$ cat config.mk
export PLATFORM = sky130hd
export DESIGN_NAME = text_buffer_ctrl
export DESIGN_NICKNAME = d
export VERILOG_FILES = /design/src/rtl/text_buffer_ctrl.sv
export SDC_FILE = /design/constraint.sdc
export NUM_CORES = 1
export LEC_CHECK = 0
export CORE_MARGIN = 3
export CORE_UTILIZATION = 60
export CTS_CLUSTER_DIAMETER = 60
export DETAILED_ROUTE_END_ITERATION = 6
export GPL_ROUTABILITY_DRIVEN = 0
export MAX_ROUTING_LAYER = met4
export PLACE_DENSITY_LB_ADDON = 0.05
export SKIP_LAST_GASP = 1
export SLEW_MARGIN = 20
export SYNTH_ARGS = -nofsm -noshare
export SYNTH_HDL_FRONTEND = slang
export SYNTH_SLANG_ARGS = --single-unit
export TNS_END_PERCENT = 20
$ cat constraint.sdc
create_clock -name clk -period 7.99 [get_ports clk]
set_clock_uncertainty 0.2 [all_clocks]
set_input_delay 0.799 -clock clk [delete_from_list [all_inputs] [get_ports clk]]
set_output_delay 0.799 -clock clk [all_outputs]
set_load 0.005 [all_outputs]
$ cat src/rtl/text_buffer_ctrl.sv
`default_nettype none
// +--------------------------------------------------------------------------+
// | text_buffer_ctrl: character RAM, cursor/control-code FSM, pixel readout  |
// | Revision 1.0 - initial release                                           |
// +--------------------------------------------------------------------------+
module text_buffer_ctrl #(
  parameter int COLS      = 32,
  parameter int ROWS      = 4,
  parameter int X0        = 192,
  parameter int Y0        = 208,
  parameter int BLINK_DIV = 12_500_000
) (
  input  logic                     clk,
  input  logic                     reset,
  input  logic [7:0]               char_in,
  input  logic                     char_valid,
  output logic                     char_ready,
  output logic                     busy,
  input  logic [9:0]               x,
  input  logic [9:0]               y,
  output logic [7:0]               ascii_code,
  output logic [$clog2(COLS)-1:0]  cursor_col,
  output logic [$clog2(ROWS)-1:0]  cursor_row
);

  localparam int CW = $clog2(COLS);
  localparam int RW = $clog2(ROWS);
  localparam int AW = CW + RW;
  localparam int N  = COLS * ROWS;
  localparam int BW = (BLINK_DIV > 1) ? $clog2(BLINK_DIV) : 1;

  typedef enum logic [1:0] {
    IDLE    = 2'd0,
    CLR_ALL = 2'd1,
    CLR_ROW = 2'd2
  } state_t;

  state_t          state;
  logic [AW-1:0]   clr_idx;
  logic [7:0]      mem [N];
  logic            we;
  logic [AW-1:0]   waddr;
  logic [7:0]      wdata;
  logic [AW-1:0]   cur_idx;
  logic            accept;
  logic            printable;
  logic            col_max;
  logic            row_max;
  logic            row_adv;

  assign cur_idx   = {cursor_row, cursor_col};
  assign accept    = char_valid && char_ready;
  assign printable = (char_in >= 8'h20) && (char_in != 8'h7F);
  assign col_max   = (cursor_col == CW'(COLS - 1));
  assign row_max   = (cursor_row == RW'(ROWS - 1));
  assign row_adv   = (char_in == 8'h0D) || (printable && col_max);

  // Single write port: clear sweeps own it, otherwise the accepted code does.
  always_comb begin
    we    = 1'b0;
    waddr = clr_idx;
    wdata = 8'h20;
    case (state)
      CLR_ALL: we = 1'b1;
      CLR_ROW: begin
        we    = 1'b1;
        waddr = {cursor_row, clr_idx[CW-1:0]};
      end
      default: begin
        if (accept) begin
          if (printable) begin
            we    = 1'b1;
            waddr = cur_idx;
            wdata = char_in;
          end else if (char_in == 8'h08 && cur_idx != '0) begin
            we    = 1'b1;
            waddr = cur_idx - AW'(1);
          end
        end
      end
    endcase
  end

  always_ff @(posedge clk) begin
    if (we) mem[waddr] <= wdata;
  end

  always_ff @(posedge clk or posedge reset) begin
    if (reset) begin
      state      <= CLR_ALL;
      clr_idx    <= '0;
      cursor_col <= '0;
      cursor_row <= '0;
      char_ready <= 1'b0;
      busy       <= 1'b1;
    end else begin
      case (state)
        CLR_ALL: begin
          clr_idx <= clr_idx + AW'(1);
          if (clr_idx == AW'(N - 1)) begin
            state      <= IDLE;
            char_ready <= 1'b1;
            busy       <= 1'b0;
          end
        end
        CLR_ROW: begin
          clr_idx <= clr_idx + AW'(1);
          if (clr_idx[CW-1:0] == CW'(COLS - 1)) begin
            state      <= IDLE;
            char_ready <= 1'b1;
            busy       <= 1'b0;
          end
        end
        IDLE: begin
          if (accept) begin
            if (char_in == 8'h0C) begin
              cursor_col <= '0;
              cursor_row <= '0;
              clr_idx    <= '0;
              state      <= CLR_ALL;
              char_ready <= 1'b0;
              busy       <= 1'b1;
            end else if (char_in == 8'h08) begin
              if (cur_idx != '0) {cursor_row, cursor_col} <= cur_idx - AW'(1);
            end else if (printable && !col_max) begin
              cursor_col <= cursor_col + CW'(1);
            end else if (row_adv) begin
              // Wrapping off the last row scrolls nothing: row 0 is blanked instead.
              cursor_col <= '0;
              if (row_max) begin
                cursor_row <= '0;
                clr_idx    <= '0;
                state      <= CLR_ROW;
                char_ready <= 1'b0;
                busy       <= 1'b1;
              end else begin
                cursor_row <= cursor_row + RW'(1);
              end
            end
          end
        end
        default: state <= CLR_ALL;
      endcase
    end
  end

  logic [9:0]    dx, dy;
  logic          in_win;
  logic [AW-1:0] raddr;
  logic [7:0]    rdata;
  logic [BW-1:0] blink_cnt;
  logic          blink_phase;

  assign dx     = x - 10'(X0);
  assign dy     = y - 10'(Y0);
  assign in_win = (x >= 10'(X0)) && (dx < 10'(COLS * 8)) &&
                  (y >= 10'(Y0)) && (dy < 10'(ROWS * 16));
  assign raddr  = {RW'(dy >> 4), CW'(dx >> 3)};
  assign rdata  = mem[raddr];

  always_ff @(posedge clk or posedge reset) begin
    if (reset) begin
      ascii_code  <= 8'h20;
      blink_cnt   <= '0;
      blink_phase <= 1'b0;
    end else begin
      if (blink_cnt == BW'(BLINK_DIV - 1)) begin
        blink_cnt   <= '0;
        blink_phase <= ~blink_phase;
      end else begin
        blink_cnt <= blink_cnt + BW'(1);
      end
      if (!in_win)
        ascii_code <= 8'h20;
      else if (raddr == cur_idx && blink_phase && rdata == 8'h20)
        ascii_code <= 8'h5F;
      else
        ascii_code <= rdata;
    end
  end

endmodule
`default_nettype wire

==> results of run 1 <==
==> cells by family (layout without fill, tap and decap cells) <==
kind of cell | count (synthesis) | count (layout)
AO/OA/AOI/OAI | 176 | 176
buffers and inverters | 134 | 319
flip-flops | 1075 | 1075
other | 0 | 1
XOR/XNOR | 32 | 32
multiplexers | 343 | 343
adder cells (fa/ha/maj) | 14 | 14
AND/OR/NAND/NOR | 391 | 391
==> path summary, 6_finish.rpt <==
check	start	end	depth (start not counted)	slack [ns]
worst min register to register	blink_cnt[7]	blink_cnt[7]	1	0.29
worst max register to register	cursor_col[0]	mem[36][4]	10	2.39
max in group asynchronous	reset	char_ready	3	6.65
worst max-delay path	char_in[6]	mem[36][4]	9	2.34
worst min-delay path	blink_cnt[7]	blink_cnt[7]	1	0.29
min in group asynchronous	reset	blink_cnt[21]	3	0.47
==> final cells by class <==
cell class                      instances  area, um^2  area share
Sequential cell                      1075       32000       0.665
Antenna cell                            1        2.50   0.0000519
Tap cell                              940        1180      0.0244
Clock buffer                          134        2780      0.0577
Timing Repair Buffer                  105         948      0.0197
Clock inverter                         58         657      0.0136
Multi-Input combinational cell        956       10500       0.218
Inverter                               22        82.6     0.00171
==> metal layers <==
layer	GRT usage	share of wire	routed length (um)	vias to the layer above
met2	0.427	0.48	48400	980
li1	-	-	-	9194
met4	0.0784	0.026	2650	0
met1	0.419	0.41	41700	11700
met5	-	0	0	-
met3	0.0485	0.081	8190	159
==> Yosys cell counts (all sizes together), types with 3 or more instances <==
cell,n
mux2,6
nor4,7
o31ai,7
a31oi,14
a221oi,24
a21o,3
inv,21
o211ai,3
nand3,39
a22oi,16
a22o,7
xor2,18
edfxtp,1024
nand4,34
mux4,265
nor2b,9
a32oi,11
ha,14
xnor2,14
or4b,4
and2,4
clkbuf,32
nor3,31
mux2i,72
nor4b,5
a32o,4
nand2,68
a211oi,6
nand2b,19
and3,13
o22ai,11
o21ai,34
a21oi,24
dfstp,3
buf,80
nand3b,5
nor2,140
dfrtp,48
or3,5
==> critical path: cells and delay by family <==
kind / cells / cell delay, ns
AOI/OAI and AO/OA: 3 / 1.12
buffers and inverters: 2 / 1.04
and+or+nand+nor: 4 / 2.75
==> cells in the final DEF (no fill, tap or decap), types with 20 or more instances in the layout <==
cell,n
o21ai_0,27
clkbuf_1,26
clkbuf_16,106
mux2i_1,72
nand4_1,34
buf_4,61
mux4_2,258
nand2_1,68
inv_1,20
dfrtp_1,48
clkdlybuf4s50_1,36
nor2_1,139
edfxtp_1,1024
nor3_1,27
a21oi_1,23
nand3_1,38
a221oi_1,23
==> per-stage QoR <==
step                power [uW]   util
detailed placement        8540  0.633
global route             13800  0.682
floorplan                 7810      -
CTS                      13400  0.682
finish                   13400  0.682
global placement          8480  0.633
==> flip-flops by register name (all words and copies together), names as in the netlist <==
signal and flops:
mem 1024, blink_cnt 24, ascii_code 8, clr_idx 7, cursor_col 5, cursor_row 2, state 2, blink_phase 1
busy 1, char_ready 1
==> power by group through the flow <==
stage	registers, uW	logic [uW]	clock network (uW)
finish	6670	1760	4950
global route	6690	1860	5240
CTS	6670	1750	5000
detailed placement	6790	1750	0
global placement	6780	1700	0
floorplan	6770	1040	0
==> impl_metrics.prom, run 1 <==
# TYPE chip_impl_metric gauge
chip_impl_info{name="result_of_the_run",value="finished clean"} 1
chip_impl_metric{name="postPlaceCellArea",unit="um^2"} 44700
chip_impl_metric{name="synth_nets",unit=""} 2210
chip_impl_metric{name="core",unit="um^2"} 70600
chip_impl_info{name="synth_top_family_by_area",value="multiplexers"} 1
chip_impl_metric{name="fp-row-count",unit=""} 97
chip_impl_metric{name="grt.overflow.total",unit=""} 0
chip_impl_metric{name="worst-path-max-fanout",unit=""} 15
chip_impl_metric{name="track_usage",unit=""} 0.286
chip_impl_metric{name="synth_seq_area_share",unit=""} 0.742
chip_impl_metric{name="vdd_drop_max",unit="V"} 0.000202
chip_impl_metric{name="synth_adder_area_share",unit=""} 0.00406
chip_impl_info{name="dominantRegCellSynth",value="edfxtp_1"} 1
chip_impl_metric{name="chip_width",unit="um"} 274
chip_impl_info{name="worstSetupStartpointType",value="primary input"} 1
chip_impl_info{name="synthTopCellsByArea",value="edfxtp_1 (71%), mux4_2 (13%), dfrtp_1 (2.8%), mux2i_1 (1.7%), nor2_1 (1.2%)"} 1
chip_impl_metric{name="place_inst",unit=""} 3098
chip_impl_metric{name="vias_in_the_first_global_route",unit=""} 21900
chip_impl_metric{name="timing.final.hold_violations",unit=""} 0
chip_impl_metric{name="headroom_to_the_max_slew_limit",unit=""} 0.190
chip_impl_metric{name="number_of_buffers_inserted_for_hold_repair_after_clock_tree_synthesis",unit=""} 0
chip_impl_metric{name="yosys-mux-area-fraction",unit=""} 0.157
chip_impl_metric{name="timing.final.crit_share",unit=""} 0.708
chip_impl_metric{name="clock_insertion_delay_worst_skew",unit="ns"} 0.66
chip_impl_metric{name="post_cts.repair.setup_buffers",unit=""} 0
chip_impl_metric{name="cts_max_path_buffers",unit=""} 3
chip_impl_metric{name="floorplan.io_pins",unit=""} 48
chip_impl_metric{name="pin_count_of_the_biggest_net_entering_global_routing",unit=""} 93
chip_impl_metric{name="cts-buffers-inserted",unit=""} 105
chip_impl_metric{name="worst_ep_arrival_time",unit="ns"} 5.73
chip_impl_metric{name="maxSlewViolCount",unit=""} 0
chip_impl_metric{name="finalWirelength",unit="mm"} 101
chip_impl_metric{name="h-tree-depth",unit=""} 3
chip_impl_metric{name="power.share.sequential",unit=""} 0.499
chip_impl_metric{name="pwr-share-clk",unit=""} 0.370
chip_impl_metric{name="setup_slack_after_placement",unit="ns"} 1.82
chip_impl_metric{name="async_reset_ff_frac",unit=""} 0.0474
chip_impl_metric{name="synthesized_area_per_cell",unit="um^2"} 19.9
chip_impl_metric{name="post_synth_instance_area",unit="um^2"} 43200
chip_impl_metric{name="internal_power",unit="uW"} 9960
chip_impl_info{name="crit_path_top_delay_cell",value="nand4_1"} 1
chip_impl_metric{name="yosysWarnings",unit=""} 0
chip_impl_metric{name="dpl.hpwl",unit="mm"} 61.1
chip_impl_metric{name="final_design_area_no_fill",unit="um^2"} 48200
chip_impl_metric{name="cts.reportedPaths.clkPinSlew",unit="ns"} 0.06
chip_impl_metric{name="drt_first_iter_violations",unit=""} 2462
chip_impl_metric{name="route.detailed.wl_per_inst",unit="um"} 30.7
chip_impl_metric{name="netSwitchingFraction",unit=""} 0.256
chip_impl_info{name="cts_root_buffer",value="clkbuf_16"} 1
chip_impl_metric{name="fill_cell_total_of_the_finished_layout",unit=""} 4555
chip_impl_metric{name="antenna_left",unit=""} 0
chip_impl_metric{name="yosys_register_bits",unit=""} 1075
chip_impl_metric{name="holdWs",unit="ns"} 0.287
chip_impl_metric{name="antenna_violations_before_repair",unit=""} 1
chip_impl_metric{name="finalSetupTns",unit="ns"} 0
chip_impl_metric{name="dr.pass1.iters",unit=""} 5
chip_impl_metric{name="final_cells",unit=""} 3291
chip_impl_metric{name="critical_path.max_stage_delay",unit="ns"} 1.01
chip_impl_metric{name="synth_top_area_frac",unit=""} 0.712
chip_impl_metric{name="layout-area-overhead-vs-synth",unit="%"} 11.6
chip_impl_metric{name="layout.nets",unit=""} 2310
chip_impl_metric{name="leakagePower",unit="uW"} 0.0155
chip_impl_metric{name="final_critical_path_setup_slack",unit="ns"} 2.34
chip_impl_metric{name="comb_power_share",unit=""} 0.132
chip_impl_metric{name="synth_compound_gate_area_share",unit=""} 0.0292
chip_impl_info{name="end_kind",value="flop"} 1
chip_impl_info{name="grt_setup_unrepaired",value="no"} 1
chip_impl_metric{name="cts_repair_resize_count",unit=""} 0
chip_impl_info{name="synth_top_cell_by_area",value="edfxtp_1"} 1
chip_impl_info{name="hold_path.class",value="flop to flop"} 1
chip_impl_metric{name="worstPathRequired",unit="ns"} 8.07
chip_impl_metric{name="die_h",unit="um"} 274
chip_impl_metric{name="power.net_switching",unit="uW"} 3430
chip_impl_info{name="worst-setup-path-type",value="primary input to flop"} 1
chip_impl_metric{name="synth_cells",unit=""} 2165
chip_impl_info{name="crit_chain",value="clkdlybuf4s50_1, or4b_4, nor4_4, a21o_1, a31oi_2, a22oi_1, nand4_1, buf_4, nor2_1"} 1
chip_impl_metric{name="post-route-min-period",unit="ns"} 5.65
chip_impl_metric{name="achievable-frequency",unit="MHz"} 177
chip_impl_metric{name="power_density",unit="nW/um^2"} 278
chip_impl_metric{name="synthDistinctLibCells",unit=""} 68
chip_impl_metric{name="port_buffers",unit=""} 40
chip_impl_metric{name="tritoncts_num_sinks",unit=""} 1075
chip_impl_metric{name="num_vias",unit=""} 22000
chip_impl_metric{name="die-area",unit="um^2"} 75200
chip_impl_metric{name="synth-simple-area-share",unit=""} 0.0443
chip_impl_metric{name="drcViolationCount",unit=""} 0
chip_impl_metric{name="initial_utilization",unit=""} 0.611
chip_impl_metric{name="number_of_flops_mapped_to_enable_cells_by_yosys",unit=""} 1024
chip_impl_metric{name="grt_pass1_wl",unit="mm"} 150
chip_impl_metric{name="drive_above_1_share",unit=""} 0.219
chip_impl_metric{name="vias_per_cell",unit=""} 6.69
chip_impl_info{name="cts_tree",value="built"} 1
chip_impl_metric{name="tightestPinTransition",unit="ns"} 1.22
chip_impl_metric{name="synth_xor_xnor_area_share",unit=""} 0.00649
chip_impl_metric{name="max_cap_viol_count",unit=""} 0
chip_impl_metric{name="setup_viol",unit=""} 0
No activity file was read; power rests on OpenSTA's default activity.
==> inputs of run 2 (changes only) <==
--- a/config.mk
+++ b/config.mk
@@ -6,7 +6,7 @@
 export NUM_CORES = 1
 export LEC_CHECK = 0
 export CORE_MARGIN = 3
-export CORE_UTILIZATION = 60
+export CORE_UTILIZATION = 56
 export CTS_CLUSTER_DIAMETER = 60
 export DETAILED_ROUTE_END_ITERATION = 6
 export GPL_ROUTABILITY_DRIVEN = 0
==> constraint.sdc (replaced) <==
create_clock -name clk -period 5.07 [get_ports clk]
set_clock_uncertainty 0.2 [all_clocks]
set_input_delay 0.507 -clock clk [delete_from_list [all_inputs] [get_ports clk]]
set_output_delay 0.507 -clock clk [all_outputs]
set_load 0.005 [all_outputs]
==> run 2 against run 1 <==
Critical path depth is 2 higher. Clock power up 68%. Sequential cell count is the same. Final cell count grew 7.6%. Count of clock-buffer cells in the layout shrank 6. Die area is 7.0% higher. Via count grew 2.2%. Sequential power is 57% higher. Cell area rose by 3.4%. Largest cell class unchanged. Largest power group unchanged. Highest routed layer unchanged.
==> impl_metrics.prom, run 2 (synthesis results as in run 1) <==
# TYPE chip_impl_metric gauge
chip_impl_metric{name="worstPathRequired",unit="ns"} 5.25
chip_impl_info{name="worst_path_dominant_cell_family",value="compound AO/OA/AOI/OAI gates"} 1
chip_impl_metric{name="core",unit="um^2"} 76200
chip_impl_metric{name="setup_viol",unit=""} 0
chip_impl_info{name="critPathMostFrequentCell",value="buf_4"} 1
chip_impl_metric{name="power_density",unit="nW/um^2"} 436
chip_impl_metric{name="layout.nets",unit=""} 2464
chip_impl_info{name="worstSetupStartpointType",value="flop"} 1
chip_impl_metric{name="maxSlewViolCount",unit=""} 0
chip_impl_info{name="cts_tree",value="built"} 1
chip_impl_info{name="result_of_the_run",value="finished clean"} 1
chip_impl_metric{name="post-route-min-period",unit="ns"} 4.89
chip_impl_info{name="grt_setup_unrepaired",value="yes"} 1
chip_impl_metric{name="ff2ff_setup_slack",unit="ns"} 0.18
chip_impl_info{name="crit_chain",value="inv_1, ha_1, nor4b_1, a21oi_1, a21o_1, a31oi_2, a22oi_1, nand4_1, buf_4, nor2_1, buf_4"} 1
chip_impl_metric{name="port_buffers",unit=""} 40
chip_impl_metric{name="largest_reg_flops",unit=""} 1024
chip_impl_metric{name="clock_insertion_delay_worst_skew",unit="ns"} 0.66
chip_impl_info{name="layout_commonest_cell",value="edfxtp_1"} 1
chip_impl_metric{name="cts.reportedPaths.clkPinSlew",unit="ns"} 0.07
chip_impl_metric{name="pin_count_of_the_biggest_net_entering_global_routing",unit=""} 129
chip_impl_metric{name="postPlaceCellArea",unit="um^2"} 46000
chip_impl_metric{name="tightestPinTransition",unit="ns"} 1.14
chip_impl_metric{name="fp-row-count",unit=""} 101
chip_impl_info{name="reg.largest.list",value="mem (1024), blink_cnt (24), ascii_code (8)"} 1
chip_impl_info{name="crit_path_top_delay_cell",value="nand4_1"} 1
chip_impl_info{name="cts_root_buffer",value="clkbuf_16"} 1
chip_impl_info{name="worst_setup_path_startpoint",value="cursor_col[0]"} 1
chip_impl_metric{name="fill_cell_total_of_the_finished_layout",unit=""} 5039
chip_impl_metric{name="dr.pass1.iters",unit=""} 5
chip_impl_metric{name="die-area",unit="um^2"} 80400
chip_impl_metric{name="drt_first_iter_violations",unit=""} 2810
chip_impl_metric{name="achievable-frequency",unit="MHz"} 205
chip_impl_metric{name="floorplan.io_pins",unit=""} 48
chip_impl_info{name="worstReg2RegStart",value="cursor_col[0]"} 1
chip_impl_info{name="worst-setup-path-type",value="flop to flop"} 1
chip_impl_metric{name="headroom_to_the_max_slew_limit",unit=""} 0.234
chip_impl_info{name="hold_path.class",value="primary input to async pin"} 1
chip_impl_metric{name="vias_in_the_first_global_route",unit=""} 22600
chip_impl_metric{name="vdd_drop_max",unit="V"} 0.000378
chip_impl_metric{name="final_design_area_no_fill",unit="um^2"} 49800
chip_impl_metric{name="timing.final.hold_violations",unit=""} 0
chip_impl_metric{name="layout-area-overhead-vs-synth",unit="%"} 15.4
chip_impl_metric{name="drive_above_1_share",unit=""} 0.270
chip_impl_metric{name="critical_path.max_stage_delay",unit="ns"} 0.69
chip_impl_metric{name="worst_ep_arrival_time",unit="ns"} 5.07
chip_impl_metric{name="initial_utilization",unit=""} 0.566
chip_impl_metric{name="h-tree-depth",unit=""} 3
chip_impl_metric{name="timing.final.crit_share",unit=""} 0.964
chip_impl_metric{name="antenna_left",unit=""} 0
chip_impl_metric{name="holdWs",unit="ns"} 0.177
chip_impl_metric{name="dpl.hpwl",unit="mm"} 66.6
chip_impl_metric{name="vias_per_cell",unit=""} 6.35
chip_impl_metric{name="route.detailed.wl_per_inst",unit="um"} 29.7
chip_impl_metric{name="worst-path-max-fanout",unit=""} 10
chip_impl_metric{name="cts_max_path_buffers",unit=""} 3
chip_impl_metric{name="max_cap_viol_count",unit=""} 0
chip_impl_metric{name="grt_pass1_wl",unit="mm"} 156
chip_impl_info{name="end_kind",value="flop"} 1
chip_impl_info{name="rr_endpoint",value="mem[34][0]"} 1
chip_impl_metric{name="chip_width",unit="um"} 284
chip_impl_metric{name="leakagePower",unit="uW"} 0.0165
chip_impl_metric{name="cts-buffers-inserted",unit=""} 112
chip_impl_metric{name="grt.overflow.total",unit=""} 0
chip_impl_metric{name="antenna_violations_before_repair",unit=""} 1
chip_impl_metric{name="num_vias",unit=""} 22500
chip_impl_metric{name="r2r_cells",unit=""} 11
chip_impl_metric{name="tritoncts_num_sinks",unit=""} 1075
chip_impl_info{name="largest-register",value="mem"} 1
chip_impl_metric{name="drcViolationCount",unit=""} 0
chip_impl_metric{name="track_usage",unit=""} 0.275
chip_impl_metric{name="finalWirelength",unit="mm"} 105
chip_impl_metric{name="path_buf_inv",unit=""} 3
chip_impl_metric{name="die_h",unit="um"} 284
chip_impl_info{name="final_cell_mix",value="edfxtp_1 (1,024), mux4_2 (258), buf_4 (199)"} 1
-- run 2: metal layers --
metal / part of all wire / vias to the layer above / global-route usage
met5: 0 / - / -
met4: 0.025 / 0 / 0.0737
met3: 0.080 / 170 / 0.0479
met2: 0.47 / 947 / 0.412
met1: 0.42 / 11900 / 0.399
li1: - / 9497 / -
-- run 2: repair_timing --
item | 4_1_cts | 5_1_grt
setup buffers | 0 | 0
endpoints found under the setup margin | 0 | 8
resized for setup | 0 | 1
hold buffers | 0 | 0
-- run 2: where the power goes --
part	leakage, uW	total [uW]	switching (uW)	internal, uW
clock	0.00185	8310	3380	4940
combinational	0.00463	2880	2000	872
sequential	0.0101	10500	144	10400
-- run 2: worst max path at each step --
stage	to	slack, ns	cells past startpoint
after floorplan	mem[0][6]	0.66	6
after global placement	mem[114][5]	0.34	8
after detailed placement	mem[114][4]	0.25	7
after CTS	mem[114][1]	0.32	9
after global routing	mem[118][3]	-0.01	9
final	mem[34][0]	0.18	11
-- run 2: worst reg2reg max path, cell delays in order (launching register included) --
cell     delay [ns]
dfrtp_1        0.54
inv_1          0.15
ha_1           0.23
nor4b_1        0.16
a21oi_1        0.58
a21o_1         0.33
a31oi_2        0.25
a22oi_1        0.60
nand4_1        0.70
buf_4          0.43
nor2_1         0.24
buf_4          0.21
-- run 2: stage by stage --
stage	setup TNS, ns	utilization	power, uW	cells	setup slack, ns
5_1_grt	-0.0181	0.654	22400	3542	-0.00981
3_5_place_dp	0	0.604	13500	3335	0.251
4_1_cts	0	0.654	21800	3541	0.320
3_3_place_gp	0	0.604	13500	3335	0.335
2_1_floorplan	0	-	12300	2165	0.665
6_report	0	0.654	21700	3542	0.183
-- run 2: final cells by class --
type,count,area [um^2],area share
diodes,1,2.50,0.0000502
clock buffers,128,2910,0.0583
clock inverters,78,867,0.0174
inverters,22,82.6,0.00166
multi-input cells,956,10500,0.210
flip-flops and latches,1075,32000,0.643
well taps,1030,1290,0.0259
repair buffers,252,2160,0.0435
==> inputs of run 3 (changes only) <==
--- a/config.mk
+++ b/config.mk
@@ -5,6 +5,7 @@
 export SDC_FILE = /design/constraint.sdc
 export NUM_CORES = 1
 export LEC_CHECK = 0
+export CORE_ASPECT_RATIO = 0.5
 export CORE_MARGIN = 3
 export CORE_UTILIZATION = 56
 export CTS_CLUSTER_DIAMETER = 60
@@ -12,7 +13,6 @@
 export GPL_ROUTABILITY_DRIVEN = 0
 export MAX_ROUTING_LAYER = met4
 export PLACE_DENSITY_LB_ADDON = 0.05
-export SKIP_LAST_GASP = 1
 export SLEW_MARGIN = 20
 export SYNTH_ARGS = -nofsm -noshare
 export SYNTH_HDL_FRONTEND = slang
==> run 3 against run 2 <==
Register-to-register slack improved by 0.21 ns. Worst setup slack improved by 0.21 ns. Sequential cell count is the same. Die area rose by 0.25%. Total power is 4.7% lower. Largest cell class unchanged.
==> impl_metrics.prom, run 3 (synthesis results as in run 1) <==
# TYPE chip_impl_metric gauge
chip_impl_metric{name="fill_cell_total_of_the_finished_layout",unit=""} 5152
chip_impl_info{name="cts_root_buffer",value="clkbuf_16"} 1
chip_impl_metric{name="post_cts.repair.setup_buffers",unit=""} 0
chip_impl_info{name="end_kind",value="flop"} 1
chip_impl_metric{name="internal_power",unit="uW"} 15200
chip_impl_info{name="rr_endpoint",value="mem[28][7]"} 1
chip_impl_info{name="worstSetupStartpointType",value="flop"} 1
chip_impl_metric{name="vdd_drop_max",unit="V"} 0.000311
chip_impl_metric{name="power.net_switching",unit="uW"} 5450
chip_impl_metric{name="number_of_buffers_inserted_for_hold_repair_after_clock_tree_synthesis",unit=""} 0
chip_impl_metric{name="post-route-min-period",unit="ns"} 4.67
chip_impl_metric{name="netSwitchingFraction",unit=""} 0.264
chip_impl_info{name="worst_path_dominant_cell_family",value="compound AO/OA/AOI/OAI gates"} 1
chip_impl_metric{name="headroom_to_the_max_slew_limit",unit=""} 0.246
chip_impl_metric{name="chip_width",unit="um"} 399
chip_impl_metric{name="fp-row-count",unit=""} 71
chip_impl_metric{name="worst_ep_arrival_time",unit="ns"} 4.85
chip_impl_metric{name="vias_per_cell",unit=""} 6.34
chip_impl_metric{name="route.detailed.wl_per_inst",unit="um"} 29.8
chip_impl_metric{name="timing.final.crit_share",unit=""} 0.921
chip_impl_metric{name="initial_utilization",unit=""} 0.570
chip_impl_metric{name="core",unit="um^2"} 75800
chip_impl_info{name="cp-endpoint",value="mem[28][7]"} 1
chip_impl_metric{name="pin_count_of_the_biggest_net_entering_global_routing",unit=""} 129
chip_impl_metric{name="drive_above_1_share",unit=""} 0.270
chip_impl_metric{name="drt_first_iter_violations",unit=""} 2461
chip_impl_metric{name="antenna_left",unit=""} 0
chip_impl_metric{name="critical_path.max_stage_delay",unit="ns"} 0.58
chip_impl_metric{name="setup_viol",unit=""} 0
chip_impl_metric{name="max_cap_viol_count",unit=""} 0
chip_impl_info{name="grt_setup_unrepaired",value="no"} 1
chip_impl_info{name="hold_path.class",value="primary input to async pin"} 1
chip_impl_metric{name="cts-buffers-inserted",unit=""} 92
chip_impl_metric{name="worstPathRequired",unit="ns"} 5.25
chip_impl_metric{name="port_buffers",unit=""} 40
chip_impl_metric{name="vias_in_the_first_global_route",unit=""} 22400
chip_impl_metric{name="finish.utilization",unit=""} 0.650
chip_impl_metric{name="crit_cells",unit=""} 10
chip_impl_metric{name="h-tree-depth",unit=""} 3
chip_impl_metric{name="pwr-share-clk",unit=""} 0.347
chip_impl_metric{name="cts.reportedPaths.clkPinSlew",unit="ns"} 0.07
chip_impl_metric{name="grt_pass1_wl",unit="mm"} 155
chip_impl_metric{name="grt.overflow.total",unit=""} 0
chip_impl_info{name="layout_commonest_cell",value="edfxtp_1"} 1
chip_impl_metric{name="dpl.hpwl",unit="mm"} 66.0
chip_impl_info{name="cts_tree",value="built"} 1
chip_impl_metric{name="power_density",unit="nW/um^2"} 420
chip_impl_metric{name="dr.pass1.iters",unit=""} 5
chip_impl_metric{name="largest_reg_flops",unit=""} 1024
chip_impl_info{name="crit_path_top_delay_cell",value="a22o_1"} 1
chip_impl_metric{name="r2r_cells",unit=""} 10
chip_impl_metric{name="path_buf_inv",unit=""} 2
chip_impl_metric{name="tritoncts_num_sinks",unit=""} 1075
chip_impl_metric{name="layout-area-overhead-vs-synth",unit="%"} 14.0
chip_impl_metric{name="ff2ff_setup_slack",unit="ns"} 0.40
chip_impl_metric{name="cts_repair_resize_count",unit=""} 0
chip_impl_info{name="final_cell_mix",value="edfxtp_1 (1,024), mux4_2 (258), buf_4 (227)"} 1
chip_impl_metric{name="floorplan.io_pins",unit=""} 48
chip_impl_metric{name="die_h",unit="um"} 202
chip_impl_info{name="largest-register",value="mem"} 1
chip_impl_metric{name="track_usage",unit=""} 0.276
chip_impl_metric{name="antennaDiodeCount",unit=""} 0
chip_impl_metric{name="maxSlewViolCount",unit=""} 0
chip_impl_metric{name="comb_power_share",unit=""} 0.145
chip_impl_metric{name="tightestPinTransition",unit="ns"} 1.13
chip_impl_metric{name="leakagePower",unit="uW"} 0.0163
chip_impl_metric{name="achievable-frequency",unit="MHz"} 214
chip_impl_info{name="worstReg2RegStart",value="cursor_col[0]"} 1
chip_impl_info{name="crit_chain",value="inv_1, ha_1, nor4b_1, a21oi_1, a21o_1, a31oi_2, a22o_1, nand4_1, nor2_1, buf_4"} 1
chip_impl_metric{name="cts_max_path_buffers",unit=""} 3
chip_impl_metric{name="finalWirelength",unit="mm"} 105
chip_impl_info{name="worst_setup_path_startpoint",value="cursor_col[0]"} 1
chip_impl_metric{name="finalSetupTns",unit="ns"} 0
chip_impl_metric{name="num_vias",unit=""} 22300
chip_impl_metric{name="p_total",unit="uW"} 20700
chip_impl_metric{name="antenna_violations_before_repair",unit=""} 0
chip_impl_metric{name="clock_insertion_delay_worst_skew",unit="ns"} 0.68
chip_impl_info{name="result_of_the_run",value="finished clean"} 1
chip_impl_metric{name="die-area",unit="um^2"} 80700
chip_impl_info{name="reg.largest.list",value="mem (1024), blink_cnt (24), ascii_code (8)"} 1
chip_impl_info{name="worst-setup-path-type",value="flop to flop"} 1
chip_impl_metric{name="power.share.sequential",unit=""} 0.508
chip_impl_metric{name="timing.final.hold_violations",unit=""} 0
chip_impl_metric{name="worst-path-max-fanout",unit=""} 10
chip_impl_metric{name="drcViolationCount",unit=""} 0
chip_impl_metric{name="layout.nets",unit=""} 2469
-- run 3: layer usage --
layer / GRT usage / vias up / wire length [um]
met4: 0.0606 / 0 / 2070
met5: - / - / 0
met1: 0.413 / 11700 / 45200
li1: - / 9507 / -
met3: 0.0590 / 146 / 9630
met2: 0.397 / 942 / 47900
-- run 3: how the worst min path moves through the flow --
stage,startpoint,end,depth (start not counted)
finish,reset,cursor_col[3],3
CTS,reset,cursor_col[3],3
global route,reset,cursor_col[3],3
global placement,blink_cnt[4],blink_cnt[4],1
detailed placement,blink_cnt[4],blink_cnt[4],1
floorplan,blink_cnt[4],blink_cnt[4],1
-- run 3: layout make-up --
class                           instances  area, um^2  share of cell area
Inverter                               22        82.6             0.00168
Clock buffer                          113        2490              0.0507
Tap cell                             1022        1280              0.0260
Sequential cell                      1075       32000               0.651
Multi-Input combinational cell        956       10500               0.213
Timing Repair Buffer                  277        2310              0.0470
Clock inverter                         56         541              0.0110
-- run 3: power groups by stage --
stage	clock network, uW	registers [uW]	logic (uW)
after floorplan	0	10700	1630
after global placement	0	10700	2910
after detailed placement	0	10700	2950
after CTS	7290	10500	2970
after global routing	7660	10500	3190
final	7160	10500	3000
-- run 3: worst register-to-register path: stages (launching register included) --
cell	delay, ns
dfrtp_1	0.54
inv_1	0.18
ha_1	0.15
nor4b_1	0.42
a21oi_1	0.32
a21o_1	0.31
a31oi_2	0.53
a22o_1	0.58
nand4_1	0.48
nor2_1	0.44
buf_4	0.23
-- run 3: per-stage QoR --
| step | setup slack, ns | cells | hold slack [ns] | instance area, um^2 |
|---|---|---|---|---|
| after floorplan | 0.665 | 2165 | 0.239 | 43200 |
| after global placement | 0.468 | 3352 | 0.256 | 46200 |
| after detailed placement | 0.372 | 3352 | 0.262 | 46200 |
| after CTS | 0.504 | 3521 | 0.149 | 49200 |
| after global routing | 0.188 | 3521 | 0.210 | 49200 |
| final | 0.398 | 3521 | 0.166 | 49200 |
